==> src/rtl/gmii_to_pkt_134b_pkg.sv <==
// Shared definitions for the GMII <-> 134b packet-word converters.
// Tag encodings, framing bytes and 134b word field positions.
package gmii_to_pkt_134b_pkg;

  localparam logic [1:0] TAG_BODY = 2'b00;
  localparam logic [1:0] TAG_HEAD = 2'b01;
  localparam logic [1:0] TAG_TAIL = 2'b10;

  localparam logic [7:0] PREAMBLE_BYTE = 8'h55;
  localparam logic [7:0] SFD_BYTE      = 8'hD5;

  localparam int PKT_W    = 134;
  localparam int TAG_HI   = 133;
  localparam int TAG_LO   = 132;
  localparam int VCNT_HI  = 131;
  localparam int VCNT_LO  = 128;
  localparam int DATA_HI  = 127;
  localparam int DATA_LO  = 0;
  localparam int LANES    = 16;

  typedef enum logic [1:0] {
    S_IDLE,
    S_PREAMBLE,
    S_DATA,
    S_DROP
  } rx_state_e;

  function automatic logic [PKT_W-1:0] pack_word(input logic [1:0]   tag,
                                                 input logic [3:0]   vcnt,
                                                 input logic [127:0] data);
    return {tag, vcnt, data};
  endfunction

endpackage

==> src/rtl/gmii_to_pkt_134b.sv <==
// GMII receive byte stream to 134b packet words plus per-frame length metadata.
// Strips preamble/SFD, packs 16 bytes per word, drops runts and truncates at MAX_LEN.
module gmii_to_pkt_134b
  import gmii_to_pkt_134b_pkg::*;
#(
  parameter int MAX_LEN = 1536
) (
  input  logic             clk,
  input  logic             rst_n,
  input  logic [7:0]       gmii_data,
  input  logic             gmii_data_valid,
  input  logic             pkt_fifo_afull,
  output logic             pkt_data_wr,
  output logic [PKT_W-1:0] pkt_data,
  output logic             meta_wr,
  output logic [15:0]      meta_data,
  output logic [31:0]      cnt_pkt,
  output logic [31:0]      cnt_drop
);

  localparam logic [11:0] MAX_LEN_W = 12'(MAX_LEN);
  localparam logic [11:0] LAST_IDX  = 12'(MAX_LEN - 1);
  localparam logic [11:0] RUNT_LEN  = 12'd16;

  rx_state_e    state, state_next;
  logic [11:0]  byte_cnt;
  logic [3:0]   lane;
  logic [127:0] asm_data;
  logic [127:0] asm_ins;
  logic [127:0] hold_data;
  logic         hold_full;
  logic         hold_head;
  logic         tail_pend;
  logic [127:0] tail_data;

  logic drop_inc;
  logic start_frame;
  logic take_byte;
  logic end_frame;
  logic truncate;

  assign lane     = byte_cnt[3:0];
  assign truncate = take_byte && (byte_cnt == LAST_IDX);

  // Assembly word with the current byte dropped into its lane; lane 0 is the MSB byte.
  always_comb begin
    asm_ins = asm_data;
    asm_ins[{~lane, 3'b000} +: 8] = gmii_data;
  end

  // NOTE: every output of this block gets a default first so no path can infer a latch.
  always_comb begin
    state_next  = state;
    drop_inc    = 1'b0;
    start_frame = 1'b0;
    take_byte   = 1'b0;
    end_frame   = 1'b0;
    unique case (state)
      S_IDLE: begin
        if (gmii_data_valid) begin
          if (gmii_data == PREAMBLE_BYTE) begin
            state_next = S_PREAMBLE;
          end else begin
            state_next = S_DROP;
            drop_inc   = 1'b1;
          end
        end
      end
      S_PREAMBLE: begin
        if (!gmii_data_valid) begin
          state_next = S_IDLE;
        end else if (gmii_data == SFD_BYTE && !pkt_fifo_afull) begin
          state_next  = S_DATA;
          start_frame = 1'b1;
        end else if (gmii_data != PREAMBLE_BYTE) begin
          state_next = S_DROP;
          drop_inc   = 1'b1;
        end
      end
      S_DATA: begin
        if (!gmii_data_valid) begin
          state_next = S_IDLE;
          end_frame  = 1'b1;
          drop_inc   = (byte_cnt <= RUNT_LEN);
        end else begin
          take_byte = 1'b1;
          if (byte_cnt == LAST_IDX) state_next = S_DROP;
        end
      end
      S_DROP: begin
        if (!gmii_data_valid) state_next = S_IDLE;
      end
      default: state_next = S_IDLE;
    endcase
  end

  // NOTE: reset is asynchronous and active-low; every flop, datapath included, is cleared.
  always_ff @(posedge clk or negedge rst_n) begin
    if (!rst_n) begin
      state <= S_IDLE;
    end else begin
      state <= state_next;
    end
  end

  // NOTE: sequential state uses non-blocking assignments; later ones override the defaults.
  always_ff @(posedge clk or negedge rst_n) begin
    if (!rst_n) begin
      pkt_data_wr <= 1'b0;
      pkt_data    <= '0;
      meta_wr     <= 1'b0;
      meta_data   <= '0;
      cnt_pkt     <= '0;
      cnt_drop    <= '0;
      byte_cnt    <= '0;
      asm_data    <= '0;
      hold_data   <= '0;
      hold_full   <= 1'b0;
      hold_head   <= 1'b0;
      tail_pend   <= 1'b0;
      tail_data   <= '0;
    end else begin
      pkt_data_wr <= 1'b0;
      meta_wr     <= 1'b0;
      tail_pend   <= 1'b0;

      if (drop_inc) cnt_drop <= cnt_drop + 32'd1;

      // Deferred truncation tail: the held word took this slot's predecessor.
      if (tail_pend) begin
        pkt_data_wr <= 1'b1;
        pkt_data    <= pack_word(TAG_TAIL, 4'h0, tail_data);
        meta_wr     <= 1'b1;
        meta_data   <= {1'b1, 3'b000, MAX_LEN_W};
        cnt_pkt     <= cnt_pkt + 32'd1;
      end

      if (start_frame) begin
        byte_cnt  <= '0;
        asm_data  <= '0;
        hold_full <= 1'b0;
        hold_head <= 1'b1;
      end

      if (take_byte) begin
        byte_cnt <= byte_cnt + 12'd1;
        // First byte of a new word proves the held word is not the tail.
        if (lane == 4'h0 && hold_full) begin
          pkt_data_wr <= 1'b1;
          pkt_data    <= pack_word(hold_head ? TAG_HEAD : TAG_BODY, 4'hF, hold_data);
          hold_full   <= 1'b0;
          hold_head   <= 1'b0;
        end
        if (truncate) begin
          if (lane == 4'h0 && hold_full) begin
            tail_pend <= 1'b1;
            tail_data <= asm_ins;
          end else begin
            pkt_data_wr <= 1'b1;
            pkt_data    <= pack_word(TAG_TAIL, lane, asm_ins);
            meta_wr     <= 1'b1;
            meta_data   <= {1'b1, 3'b000, MAX_LEN_W};
            cnt_pkt     <= cnt_pkt + 32'd1;
          end
        end else if (lane == 4'hF) begin
          hold_data <= asm_ins;
          hold_full <= 1'b1;
          asm_data  <= '0;
        end else begin
          asm_data <= asm_ins;
        end
      end

      if (end_frame && byte_cnt > RUNT_LEN) begin
        pkt_data_wr <= 1'b1;
        if (lane == 4'h0) begin
          pkt_data <= pack_word(TAG_TAIL, 4'hF, hold_data);
        end else begin
          pkt_data <= pack_word(TAG_TAIL, lane - 4'h1, asm_data);
        end
        meta_wr   <= 1'b1;
        meta_data <= {1'b0, 3'b000, byte_cnt};
        cnt_pkt   <= cnt_pkt + 32'd1;
      end
    end
  end

endmodule

==> config.mk <==
export PLATFORM = sky130hd
export DESIGN_NAME = gmii_to_pkt_134b
export DESIGN_NICKNAME = d
export VERILOG_FILES = /design/src/rtl/gmii_to_pkt_134b_pkg.sv /design/src/rtl/gmii_to_pkt_134b.sv
export SDC_FILE = /design/constraint.sdc
export NUM_CORES = 1
export LEC_CHECK = 0
export ABC_AREA = 1
export ABC_CLOCK_PERIOD_IN_PS = 2600
export CAP_MARGIN = 0
export CORE_MARGIN = 2
export CORE_UTILIZATION = 45
export DETAILED_ROUTE_END_ITERATION = 10
export PLACE_DENSITY = 0.72
export SYNTH_ARGS = -nofsm -noshare
export SYNTH_HDL_FRONTEND = slang
export SYNTH_SLANG_ARGS = --single-unit
==> constraint.sdc <==
create_clock -name clk -period 2.6 [get_ports clk]
set_clock_uncertainty 0.2 [all_clocks]
set_input_delay 0.52 -clock clk [delete_from_list [all_inputs] [get_ports clk]]
set_output_delay 0.52 -clock clk [all_outputs]
set_load 0.01 [all_outputs]
* Word-level counts from Yosys, hierarchy flattened
Index checks and enable logic that the tools add are counted.
** Word-level totals
- Word-level logic and storage cells :: 117
- Memory bits (read-only) :: 0
- Output and inout bits :: 216
- Bits of input ports :: 12
- Memories :: 0
- Register bits after elaboration :: 617
- RAM bits :: 0
- Bits in latches :: 0
** Operators by class
- Bitwise gates (word level) :: 2
- Multiply operators :: 0
- Shift-type cells :: 2
- Reduce and logical (&&, ||, !) cells :: 11
- Eq/ne operators :: 12
- Divide/modulo/power cells :: 0
- Add/sub/neg operators :: 5
- Magnitude comparators :: 2
- Mux-type cells :: 69
** Operators by type and width (number)
- $mux W134 :: 6
- $mux W128 :: 4
- $mux W32 :: 5
- $mux W132 :: 1
- $bwmux W128 :: 1
- $shift A8 B9 Y128 const A :: 1
- $shiftx A8 B9 Y128 :: 1
- $mux W16 :: 5
- $add A32 B1 Y32 const B :: 2
- $mux W1 :: 35
- $mux W12 :: 2
- $mux W2 :: 8
- $add A12 B1 Y12 const B :: 1
- $eq A12 B11 Y1 const B :: 1
- $gt A12 B5 Y1 const B :: 1
- $le A12 B5 Y1 const B :: 1
- $neg A7 Y9 :: 1
- $eq A8 B7 Y1 const B :: 1
- $eq A8 B8 Y1 const B :: 1
- $ne A8 B7 Y1 const B :: 1
- $pmux W2 S4 :: 1
- $reduce_and A3 Y1 :: 2
- $eq A2 B2 Y1 const B :: 2
- $eq A4 B4 Y1 const B :: 1
- other kinds (14) :: 18

* Longest topological paths before layout
- Depth after elaboration :: 10
- Gate-level depth with buffers :: 16
- Depth with buffers taken out :: 13

* Worst setup path before layout
Ideal clock, no wire load.
- Path kind :: register to register
- Start point :: reg byte_cnt[0]
- End point :: reg pkt_data[107]
- Setup time :: 127 ps
- Period minus slack after synthesis :: 2623 ps
- Arrival :: 2296 ps
- Required time :: 2273 ps
- Path slack :: -23 ps
- Cell stages (with the launch flop) :: 13
- Buffers on the path :: 5
- Cells stage by stage :: dfrtp_1 -> buf_2 -> inv_1 -> clkbuf_1 -> ha_1 -> nand3_2 -> buf_4 -> inv_2 -> buf_2 -> clkbuf_1 -> nor2_1 -> a211oi_1 -> a21oi_1
** On the way
- Word-level cells in the longest chain between the ends :: 8
- Elaborated cells on any way between the ends :: 17
- Those cells by class :: add/sub: 1; order compare: 1; eq/ne: 1; shift: 2; mux: 7; bitwise: 1; reduce/logical: 4
** RTL lines
- start, declared :: line gmii_to_pkt_134b.sv:26 : logic [11:0] byte_cnt;
- start signal, assigned :: line gmii_to_pkt_134b.sv:146 : byte_cnt <= byte_cnt + 12'd1;
- $not A4 Y4 :: line gmii_to_pkt_134b.sv:48 : asm_ins[{~lane, 3'b000} +: 8] = gmii_data;
- $neg A7 Y9 :: line gmii_to_pkt_134b.sv:48
- $shiftx A8 B9 Y128 or $shift A8 B9 Y128 (tied branches) :: line gmii_to_pkt_134b.sv:48
- $bwmux W128 :: line gmii_to_pkt_134b.sv:48
- $mux W134 :: line gmii_to_pkt_134b.sv:155 : if (lane == 4'h0 && hold_full) begin
- $mux W134 :: line gmii_to_pkt_134b.sv:154 : if (truncate) begin
- $mux W134 :: line gmii_to_pkt_134b.sv:145 : if (take_byte) begin
- $mux W134 (*) :: line gmii_to_pkt_134b.sv:174 : if (end_frame && byte_cnt > RUNT_LEN) begin
- end signal, assigned :: line gmii_to_pkt_134b.sv:150 : pkt_data <= pack_word(hold_head ? TAG_HEAD : TAG_BODY, 4'hF, hold_data);
- end signal, assigned :: line gmii_to_pkt_134b.sv:160 : pkt_data <= pack_word(TAG_TAIL, lane, asm_ins);
- end signal, assigned :: line gmii_to_pkt_134b.sv:177 : pkt_data <= pack_word(TAG_TAIL, 4'hF, hold_data);
- end, declared :: line gmii_to_pkt_134b.sv:14 : output logic [PKT_W-1:0] pkt_data,
Mark *: on every way between the ends. The rest lies on a longest branch, timed or not.
A chain may end at the register's enable or synchronous reset.

* Final worst setup path
- Start point :: reg byte_cnt[0]
- End point :: reg pkt_data[71]
Same word-level chain as after synthesis.

==> reports/qor.txt <==
=================================================================================
Share of power burned in the clock network                                  25.6%
Instance count after placement with tap cells included                       5267
Final RePlAce weighted congestion                                           0.961
Combinational cell fraction of total power                                  39.2%
Critical Path RT                                                          2890 ps
Layout overhead on the synthesized area                                     21.2%
Cell repeated most along the worst path                                   nand2_1
Power per unit of standard cell area                                  965 nW/um^2
Die area                                                              73300 sq um
Worst slack at placement                                                  -136 ps
Gr usage total                                                              28.1%
Post-synth ARST share                                                        100%
Violation count after the first detailed-routing iteration                   3080
Data arrival time of the worst path                                       2790 ps
Relative contribution of sequential cells to total power                    35.2%
Hold WS                                                                    169 ps
CTS tree                                                                    built
Instance count along the most critical hold path                                0
Maximum number of buffers from clock root to sink                               3
Synth cell count leaders                                             nand2_1 (1305), dfrtp_1 (617), o21ai_0 (483)
Worst R2R Setup Slack                                                      110 ps
Effective utilization at floorplan                                          45.6%
Leading cell types by total area after synthesis                     dfrtp_1 (48%), nand2_1 (15%), o21ai_0 (7.5%), nand3_1 (5.2%), nor2_1 (4.4%)
Prevailing post-synth register cell                                       dfrtp_1
Number of clock sinks                                                         617
Worst reg2reg path startpoint                                        byte_cnt[0]$_DFFE_PN0P_
Detailed-placement wirelength estimate                                   69100 um
Number of I/O pins                                                            228
Capturing point of the worst reg2reg path                            pkt_data[71]$_DFF_PN0_
DRT Wirelength                                                          105000 um
Post-route DRC violation count                                                  0
P_int                                                                     22.7 mW
Worst-case setup margin in the final layout                                105 ps
Count of nets left with antenna violations after detail routing                 0
LEAKAGE                                                                   18.3 nW
Maximum number of pins on one net before global-route repair                   86
Worst reg2reg path depth                                                       15
Number of global-route vias before repair                                   28700
Largest incremental delay on the critical path                             430 ps
CTS H-tree depth                                                                3
Cell taking the most area after synthesis                                 dfrtp_1
# rows                                                                         97
Final TNS setup                                                              0 ps
CP max-delay cell                                                         dfrtp_2
Hold wc startpoint                                                   tail_data[103]$_DFFE_PN0P_
RSZ-0062 raised after global routing                                          yes
Ratio of cells with drive above 1 in the final layout                       9.30%
Max rail drop VDD                                                        0.572 mV
Syn_nets                                                                     4273
Post-route insts no fill                                                     5403
Final setup fails                                                               0
Tcrit/Tclk final                                                            95.9%
Cell-by-cell trace of the critical path                              ha_2 -> nand2_2 -> buf_4 -> nor2_4 -> nand2_2 -> nor3_4 -> buf_12 -> inv_2 -> buf_4 -> nand2_1 -> nand2_1 -> nand2_1 -> nand2_1 -> nand2_1 -> nand2_1
Synthesized cell area                                                 32000 sq um
Congestion Overflow GR                                                          0
Register clock-pin slew on the reported worst setup and hold paths          60 ps
Placeable core area                                                   70300 sq um
Width of the die                                                           271 um
Post-synthesis instance total                                                4254
Headroom to the max-slew limit                                              48.1%
Initial antenna violation count                                                 4
Category of the worst setup path capture point                           register
Switch Pwr                                                                14.8 mW
Global-route wire length before repair                                  164000 um
Final hold violation count                                                      0
Portion of synthesized cell area occupied by the leading cell type          48.2%
Die height                                                                 271 um
Total of warnings raised by yosys                                               0
Outcome                                                              finished clean
Actual transition at the worst max-transition pin                          778 ps
Worst setup startpoint                                               byte_cnt[0]$_DFFE_PN0P_
Sw frac                                                                     39.5%
Fin util                                                                    55.3%
Fin nets                                                                     4433
Most instantiated library cell after synthesis                            nand2_1
Worst Hold Endpoint                                                  tail_data[103]$_DFFE_PN0P_
Final cell area excluding filler cells                                38800 sq um
Average cell area after synthesis                                      7.53 sq um
Port Buf Inserts                                                              227
Number of enable flip-flop cells after synthesis                                0
Via density                                                                  5.51
Average routed wire per standard cell                                     19.4 um
Worst Setup Path Type                                                  reg -> reg
Critical path peak fanout                                                      12
Via total after detailed routing                                            29800
Flops & latches, synth                                                        617
Number of maximum-capacitance constraint violations                             0
Sequential fraction of the synthesis area                                   48.2%
Num CTS Buffers                                                                71
Synth unique cells                                                             45
Fmax achieved                                                             401 MHz
Hold Crit Class                                                        reg -> reg
Buffer type at the clock tree root                                      clkbuf_16
Number of pins with negative max-slew slack in the final report                 0
Design Power                                                              37.5 mW
DP Area                                                               36400 sq um
DR pass1 iterations                                                             6
Worst Setup Start Kind                                                   register
Post-layout min period                                                    2490 ps
Clock latency on the worst-skew pair                                       630 ps
=================================================================================
==> worst max-delay path, delay by kind of cell, from the launching register on <==
family	cells	cell delay [ps]
flip-flops	1	430
adder cells (fa/ha/maj)	1	220
buffers and inverters	4	660
AND/OR/NAND/NOR	10	850
==> flip-flops by register name (all words and copies together) (netlist names) <==
name / cells
pkt_data: 134
byte_cnt: 12
tail_data: 128
hold_full: 1
tail_pend: 1
hold_data: 128
meta_data: 16
asm_data: 128
cnt_drop: 32
state: 2
hold_head: 1
pkt_data_wr: 1
meta_wr: 1
cnt_pkt: 32
==> final cells by class <==
| class | count | area, sq um |
|---|---|---|
| fillers | 6442 | 31400 |
| flip-flops and latches | 617 | 15400 |
| multi-input cells | 3003 | 14100 |
| repair buffers | 478 | 5040 |
| clock buffers | 108 | 2100 |
| well taps | 940 | 1180 |
| inverters | 243 | 922 |
| clock inverters | 13 | 87.6 |
| diodes | 1 | 2.50 |
==> cells by family after synthesis <==
family,count (synthesis),synth area share (%)
buf+inv,634,8.11
mux,62,1.94
fa+ha+maj,7,0.273
other cells,1,0.0117
simple gates,2118,27.0
xor+xnor,58,1.59
flops,617,48.2
compound gates,757,12.9
==> worst max path at each step <==
stage                               endpoint  slack [ps]  depth (start not counted)
floorplan            pkt_data[118]$_DFF_PN0_         100                         14
global placement    cnt_drop[29]$_DFFE_PN0P_        -120                         11
detailed placement  cnt_drop[27]$_DFFE_PN0P_        -140                         10
CTS                  pkt_data[111]$_DFF_PN0_          20                         13
global route          pkt_data[99]$_DFF_PN0_          -4                         13
finish                pkt_data[71]$_DFF_PN0_         110                         15
==> placed cells by master (no fill, tap or decap), types with 26 or more instances in the layout <==
cell	n
xnor2_1	32
a21oi_1	127
a211oi_1	67
clkdlybuf4s50_1	226
nand3_1	333
nor2_1	373
buf_12	58
o21ai_0	481
buf_4	181
clkbuf_16	75
nor3_1	31
inv_1	225
dfrtp_1	615
mux2i_1	62
nand2_1	1301
xor2_1	26
==> metal layers <==
| layer | global-route usage (%) | up-vias | wire length [um] |
|---|---|---|---|
| met4 | 12.9 | 6 | 4640 |
| li1 | - | 14000 | - |
| met2 | 43.0 | 1279 | 47100 |
| met3 | 5.36 | 272 | 8330 |
| met5 | 0 | - | 41 |
| met1 | 38.7 | 14200 | 44600 |
==> power by group through the flow <==
| stage | sequential [mW] | clock (mW) | combinational [mW] |
|---|---|---|---|
| floorplan | 13.1 | 0 | 7.54 |
| global placement | 13.3 | 0 | 13.9 |
| detailed placement | 13.3 | 0 | 14.1 |
| CTS | 13.2 | 9.73 | 14.3 |
| global route | 13.4 | 10.1 | 16.0 |
| finish | 13.2 | 9.60 | 14.7 |
==> timing repair <==
item                                   in CTS  in global routing
pin swaps                                   1                  2
setup endpoints to repair                   3                211
endpoints found under the hold margin      49                  0
gates resized for setup                     1                 23
setup buffers                               1                  8
hold buffers                                1                  0
gates cloned                                1                  3
(Power assumes the default switching activity.)
